**src/rtl/tour_cmd_seq.sv**
```systemverilog
// Knight's-tour command sequencer.
// Replays the solved tour by turning each one-hot knight move into two motion
// commands: a vertical "move" and a horizontal "move with fanfare". In IDLE the
// UART command path passes straight through to the command processor.
//
// Ports:
//   clk, rst_n        system clock, asynchronous active-low reset
//   start_tour        single-cycle pulse after the solver is done
//   move[7:0]         one-hot knight move for mv_indx (from solver)
//   mv_indx[4:0]      replay index driven to the solver (registered)
//   cmd_UART[15:0]    command from the UART wrapper
//   cmd_rdy_UART      UART command valid
//   clr_cmd_rdy_UART  consume UART command
//   cmd[15:0]         command to the command processor
//   cmd_rdy           command valid to the command processor
//   clr_cmd_rdy       command processor accepted the command
//   send_resp         command processor finished the command
//   resp[7:0]         response byte to the UART
module tour_cmd_seq (
  input  logic        clk,
  input  logic        rst_n,
  input  logic        start_tour,
  input  logic [7:0]  move,
  output logic [4:0]  mv_indx,
  input  logic [15:0] cmd_UART,
  input  logic        cmd_rdy_UART,
  output logic        clr_cmd_rdy_UART,
  output logic [15:0] cmd,
  output logic        cmd_rdy,
  input  logic        clr_cmd_rdy,
  input  logic        send_resp,
  output logic [7:0]  resp
);

  localparam int unsigned IDX_W  = 5;
  localparam int unsigned HDG_W  = 8;
  localparam int unsigned SQ_W   = 4;
  localparam int unsigned OPC_W  = 4;

  localparam logic [IDX_W-1:0] LAST_IDX  = IDX_W'(23);
  localparam logic [OPC_W-1:0] OPC_MOVE  = OPC_W'(4'h2);
  localparam logic [OPC_W-1:0] OPC_FANF  = OPC_W'(4'h3);
  localparam logic [HDG_W-1:0] HDG_N     = HDG_W'(8'h00);
  localparam logic [HDG_W-1:0] HDG_W_    = HDG_W'(8'h3F);
  localparam logic [HDG_W-1:0] HDG_S     = HDG_W'(8'h7F);
  localparam logic [HDG_W-1:0] HDG_E     = HDG_W'(8'hBF);
  localparam logic [7:0]       RESP_DONE = 8'hA5;
  localparam logic [7:0]       RESP_BUSY = 8'h5A;

  typedef struct packed {
    logic [OPC_W-1:0] opcode;
    logic [HDG_W-1:0] heading;
    logic [SQ_W-1:0]  squares;
  } cmd_t;

  typedef enum logic [2:0] {
    IDLE   = 3'd0,
    VERT   = 3'd1,
    WAIT_V = 3'd2,
    HORZ   = 3'd3,
    WAIT_H = 3'd4
  } state_t;

  state_t           state, state_nxt;
  logic [IDX_W-1:0] mv_indx_nxt;
  logic [HDG_W-1:0] v_hdg, h_hdg;
  logic [SQ_W-1:0]  v_sq, h_sq;
  cmd_t             vert_cmd, horz_cmd;

  // Knight move -> vertical and horizontal legs; anything not one-hot is a null move.
  always_comb begin
    v_hdg = HDG_N;
    v_sq  = SQ_W'(0);
    h_hdg = HDG_N;
    h_sq  = SQ_W'(0);
    case (move)
      8'h01: begin v_hdg = HDG_N; v_sq = SQ_W'(2); h_hdg = HDG_W_; h_sq = SQ_W'(1); end
      8'h02: begin v_hdg = HDG_N; v_sq = SQ_W'(2); h_hdg = HDG_E;  h_sq = SQ_W'(1); end
      8'h04: begin v_hdg = HDG_N; v_sq = SQ_W'(1); h_hdg = HDG_W_; h_sq = SQ_W'(2); end
      8'h08: begin v_hdg = HDG_S; v_sq = SQ_W'(1); h_hdg = HDG_W_; h_sq = SQ_W'(2); end
      8'h10: begin v_hdg = HDG_S; v_sq = SQ_W'(2); h_hdg = HDG_W_; h_sq = SQ_W'(1); end
      8'h20: begin v_hdg = HDG_S; v_sq = SQ_W'(2); h_hdg = HDG_E;  h_sq = SQ_W'(1); end
      8'h40: begin v_hdg = HDG_S; v_sq = SQ_W'(1); h_hdg = HDG_E;  h_sq = SQ_W'(2); end
      8'h80: begin v_hdg = HDG_N; v_sq = SQ_W'(1); h_hdg = HDG_E;  h_sq = SQ_W'(2); end
      default: ;
    endcase
    vert_cmd = '{opcode: OPC_MOVE, heading: v_hdg, squares: v_sq};
    horz_cmd = '{opcode: OPC_FANF, heading: h_hdg, squares: h_sq};
  end

  // State and replay index registers.
  always_ff @(posedge clk or negedge rst_n) begin
    if (!rst_n) begin
      state   <= IDLE;
      mv_indx <= '0;
    end else begin
      state   <= state_nxt;
      mv_indx <= mv_indx_nxt;
    end
  end

  // Next state, index update and command/response muxing.
  always_comb begin
    state_nxt        = state;
    mv_indx_nxt      = mv_indx;
    cmd              = cmd_UART;
    cmd_rdy          = 1'b0;
    clr_cmd_rdy_UART = 1'b0;
    resp             = RESP_BUSY;
    case (state)
      IDLE: begin
        cmd_rdy          = cmd_rdy_UART;
        clr_cmd_rdy_UART = clr_cmd_rdy;
        resp             = RESP_DONE;
        if (start_tour) begin
          mv_indx_nxt = '0;
          state_nxt   = VERT;
        end
      end
      VERT: begin
        cmd     = vert_cmd;
        cmd_rdy = 1'b1;
        if (clr_cmd_rdy) state_nxt = WAIT_V;
      end
      WAIT_V: begin
        cmd = vert_cmd;
        if (send_resp) state_nxt = HORZ;
      end
      HORZ: begin
        cmd     = horz_cmd;
        cmd_rdy = 1'b1;
        if (clr_cmd_rdy) state_nxt = WAIT_H;
      end
      WAIT_H: begin
        cmd = horz_cmd;
        if (mv_indx == LAST_IDX) resp = RESP_DONE;
        if (send_resp) begin
          if (mv_indx == LAST_IDX) begin
            state_nxt = IDLE;
          end else begin
            mv_indx_nxt = mv_indx + IDX_W'(1);
            state_nxt   = VERT;
          end
        end
      end
      default: state_nxt = IDLE;
    endcase
  end

endmodule
```
**config.mk**
```make
export PLATFORM = sky130hd
export DESIGN_NAME = tour_cmd_seq
export DESIGN_NICKNAME = d
export VERILOG_FILES = /design/src/rtl/tour_cmd_seq.sv
export SDC_FILE = /design/constraint.sdc
export NUM_CORES = 1
export LEC_CHECK = 0
export ABC_CLOCK_PERIOD_IN_PS = 2200
export CAP_MARGIN = 20
export CORE_ASPECT_RATIO = 1.2
export CORE_MARGIN = 4
export CORE_UTILIZATION = 37
export CTS_CLUSTER_SIZE = 30
export DETAILED_ROUTE_END_ITERATION = 16
export PLACE_DENSITY_LB_ADDON = 0.08
export SLEW_MARGIN = 20
export SYNTH_ARGS = -nofsm -noshare
export SYNTH_HDL_FRONTEND = slang
export SYNTH_SLANG_ARGS = --single-unit
```
**constraint.sdc**
```tcl
create_clock -name clk -period 2.2 [get_ports clk]
set_input_delay 0.44 -clock clk [delete_from_list [all_inputs] [get_ports clk]]
set_output_delay 0.44 -clock clk [all_outputs]
set_load 0.01 [all_outputs]
```
# --- Word level (Yosys, flattened, before mapping) ---
# Cells that the tools add are included.
classes:
  n_addsub: 1
  n_eq_ne: 19
  muxes: 20
  reduce_logical: 12
op_table:
  columns: ["operator", "n"]
  rows:
  - ["$pmux W16 S2", 1]
  - ["$pmux W8 S2", 2]
  - ["$reduce_or A4 Y1", 5]
  - ["$mux W3", 5]
  - ["$mux W5", 3]
  - ["$pmux W3 S5", 1]
  - ["$ne A2 B2 Y1 const B", 6]
  - ["$pmux W5 S2", 1]
  - ["$eq A8 B1 Y1 const B", 1]
  - ["$eq A8 B2 Y1 const B", 1]
  - ["$eq A8 B3 Y1 const B", 1]
  - ["$eq A8 B4 Y1 const B", 1]
  - ["$eq A8 B5 Y1 const B", 1]
  - ["$eq A8 B6 Y1 const B", 1]
  - ["$eq A8 B7 Y1 const B", 1]
  - ["$eq A8 B8 Y1 const B", 1]
  - ["$mux W8", 1]
  - ["$pmux W2 S2", 2]
  - ["$mux W7", 1]
  - ["$eq A3 B2 Y1 const B", 2]
  - ["$reduce_or A2 Y1", 3]
  - ["$add A5 B1 Y5 const B", 1]
  - ["$eq A5 B5 Y1 const B", 1]
  - ["$reduce_and A5 Y1", 1]
  - ["other kinds (7)", 8]
word_totals:
  register_bits: 8
  out_inout_bits: 31
  word_cells: 54

# --- Logic depth before layout (Yosys ltp) ---
depth:
  word_depth: 4
  ltp_mapped: 6
  ltp_nobuf: 5

# --- Worst setup path after synthesis ---
# OpenSTA, ideal clock, no wires.
synth_timing:
  path_kind: "input to output"
  from: "input port move[6]"
  to: "output port cmd[0]"
  arrival_time_ns: 1.517
  t_required_ns: 1.760
  setup_slack_ns: 0.243
  stages: 5
  n_path_buf: 1
  cell_sequence: "buf_2 -> nor4b_1 -> a211o_1 -> nand2_1 -> a221oi_1"
synth_via:
  elab_chain_len: 4
synth_rtl:
  columns: ["element", "line", "source"]
  rows:
  - ["start, declared", "23", "input logic [7:0] move,"]
  - ["$eq A8 B8 Y1 (tied with other cells)", "76", "case (move)"]
  - ["$reduce_or A4 Y1 (no line)", null, null]
  - ["$pmux W2 S2", "76", null]
  - ["$pmux W16 S2 (*)", "110", "case (state)"]
  - ["end, declared", "28", "output logic [15:0] cmd,"]
# Mark *: on every way between the ends. The rest lies on a longest branch, timed or not.

# --- Final worst setup path ---
layout_timing:
  from: "input port move[6]"
  to: "output port cmd[9]"
layout_via:
  elab_chain_len: 4
layout_rtl:
  columns: ["element", "line"]
  rows:
  - ["$eq A8 B8 Y1 (tied with other cells)", "76"]
  - ["$reduce_or A4 Y1 (no line)", null]
  - ["$pmux W8 S2 or $mux W7 (tied branches)", "76"]
  - ["$pmux W16 S2 (*)", "110"]
# Marks and branches as above.

==> out/metrics.yaml <==
powerDensity_nw_per_um2: 1010
wl_met2_microns: 2100
seq_area_sq_um: 203
die_h_microns: 64.7
routed.top_layer: "met4"
async_flop_share_pct: 100
leakagePower_nw: 0.865
vias: 1326
cts_tree: "yes"
drv_cap: 0
synthAdderAreaFrac_pct: 1.26
cp.arrival_ps: 1700
vias_per_cell: 5.41
io_pins: 61
hold_ws_ps: 471
synth_top_family_by_area: "simple AND/OR/NAND/NOR gates"
syn_to_final_growth_pct: 82.7
ys_seq_area_share_pct: 20.2
cp-start-kind: "primary input"
antenna_found_initial: 0
min_path_type: "primary input to async pin"
cp-end-kind: "output port"
status: "complete, no violations"
crit_type: "primary input to output port"
vdd.ir_drop.worst_mv: 0.628
worstSetupEndpoint: "cmd[9]"
core-area_sq_um: 2550
synthXorXnorAreaFrac_pct: 6.19
syn_avg_cell_area_sq_um: 7.55
drc: 0
worstPathMaxFanout: 9
grt_start_max_net_pins: 10
multi_input_area_sq_um: 767
worstSkewPairLatency_ps: 260
cts_max_level: 1
grt_pass1_wl_microns: 5890
die_area_sq_um: 3570
place.detailed.hpwl_microns: 2690
routed-wl-met3_microns: 142
netlist_area_sq_um: 990
r2r_start: "state[1]"
final-instance-count-excl-fill: 245
critPathRequiredTime_ps: 1760
wl_microns: 3540
synthSimpleGateAreaFrac_pct: 35.4
antenna_cells: 0
clock.fmax_ghz: 0.468
cts_root_buf: "clkbuf_4"
synth_edf_count: 0
postRouteAntennaNets: 0
r2r-end: "mv_indx[1]"
yosysWarnings: 0
syn_nets: 162
synth_compound_area_share_pct: 24.3
post-place-cells: 230
clk_pin_slew_ps: 60
hold_viol_final: 0
period_needed_ps: 2140
io_buffers: 60
slew_headroom_pct: 73.4
ys.flop_type: "dfrtp_1"
wl_per_cell_microns: 14.5
clockBufferDepth: 2
wl_met1_microns: 1260
grt_overflow: 0
drt_pass1_iterations: 4
row_count: 20
fin_worst_skew_ps: 2.95
slew_violations: 0
rrSetupSlack_ps: 680
rr_worst_depth: 4
drive_gt1_share_pct: 35.8
fin_nets: 245
fillerInstances: 221
crit_start: "move[6]"
worst_pin_slew_ps: 397
finalCritPeriodShare_pct: 97.2
numCtsBuffers: 3
finalSetupViolCount: 0
cts_hold_buffers: 0
drt-initial-drc-count: 27
track_usage_pct: 19.8
die_w_microns: 55.2
synthDistinctLibCells: 43
ys_seq_elements: 8
initial_core_util_pct: 38.8
place_congestion: 0.847
grt_pass1_vias: 1374
synth_mux_area_share_pct: 1.14
clkSinkCount: 8
synthCells: 131
## registers in the layout, indices dropped and copies added, names as in the netlist
signal / flops
state: 3
mv_indx: 5
## worst min path at each step
stage	to	slack [ps]
3_3_place_gp	mv_indx[1]	550
3_5_place_dp	mv_indx[4]	570
2_1_floorplan	mv_indx[0]	140
4_1_cts	mv_indx[1]	470
6_report	mv_indx[2]	470
5_1_grt	mv_indx[4]	480
## through the flow
step           setup TNS, ps  area, sq um  power [mW]  util [%]  setup slack (ps)
3_5_place_dp           -6880         1680        1.71      65.9              -747
2_1_floorplan              0          990       0.965         -               243
6_report                   0         1810        1.83      70.8              61.1
4_1_cts                -7.73         1780        1.80      69.7             -7.73
5_1_grt                -2.51         1810        1.97      70.8             -2.51
3_3_place_gp           -6660         1680        1.68      65.9              -744
## placed cells by master (no fill, tap or decap), types with 3 or more instances in the layout
cell,n
nand2_1,20
nor2_1,8
xor2_1,5
dfrtp_1,6
o21ai_0,3
o211ai_1,9
clkdlybuf4s50_1,27
and2_1,5
inv_1,5
clkbuf_4,4
a21oi_1,4
nor4b_2,3
buf_2,14
dlymetal6s2s_1,4
and3_1,5
buf_4,30
dlygate4sd2_1,11
nand4_1,3
nand3_1,3
## area by class of cell
class / count / area share (%)
sequential: 8 / 11.2
inverter: 6 / 1.25
multi-input combinational: 104 / 42.4
timing repair buffer: 91 / 41.6
clock buffer: 3 / 1.25
tap: 33 / 2.28
## power by group
part | internal (mW) | switching, mW
logic | 0.783 | 0.712
clock network | 0.0628 | 0.0548
registers | 0.178 | 0.0414
## layer usage
metal	vias to the layer above	GRT usage, %
met5	-	0
met4	0	7.29
met3	9	3.98
met2	35	40.7
met1	641	18.7
li1	641	-
## cell usage after synthesis, drive strengths merged, types with 3 or more instances
| library cell | instances | area (sq um) |
|---|---|---|
| a21oi | 4 | 20.0 |
| and2 | 5 | 31.3 |
| and3 | 5 | 31.3 |
| buf | 10 | 80.1 |
| clkbuf | 3 | 11.3 |
| dfrtp | 8 | 200 |
| inv | 6 | 22.5 |
| nand2 | 20 | 75.1 |
| nand3 | 3 | 15.0 |
| nand4 | 3 | 18.8 |
| nor2 | 9 | 41.3 |
| nor4 | 3 | 18.8 |
| nor4b | 4 | 35.0 |
| o211ai | 9 | 67.6 |
| o21ai | 3 | 15.0 |
| xor2 | 5 | 43.8 |
## critical path, cell delays in order
cell      delay (ps)
buf_2            170
xor2_1           200
a211o_1          350
a22oi_2          160
buf_4            150
o211ai_1          80
buf_2            150
## cell families after synthesis
logic type / count (synthesis)
AND/OR/NAND/NOR: 63
AO/OA/AOI/OAI: 32
buffers and inverters: 19
flip-flops: 8
XOR/XNOR: 7
multiplexers: 1
adder cells (fa/ha/maj): 1
## timing repair
item / in CTS / in global routing
resized for setup: 92 / 19
buffers inserted: 12 / 1
pin swaps: 8 / 5
setup endpoints to repair: 23 / 14
Note: power is estimated with default switching activity, not from simulation.
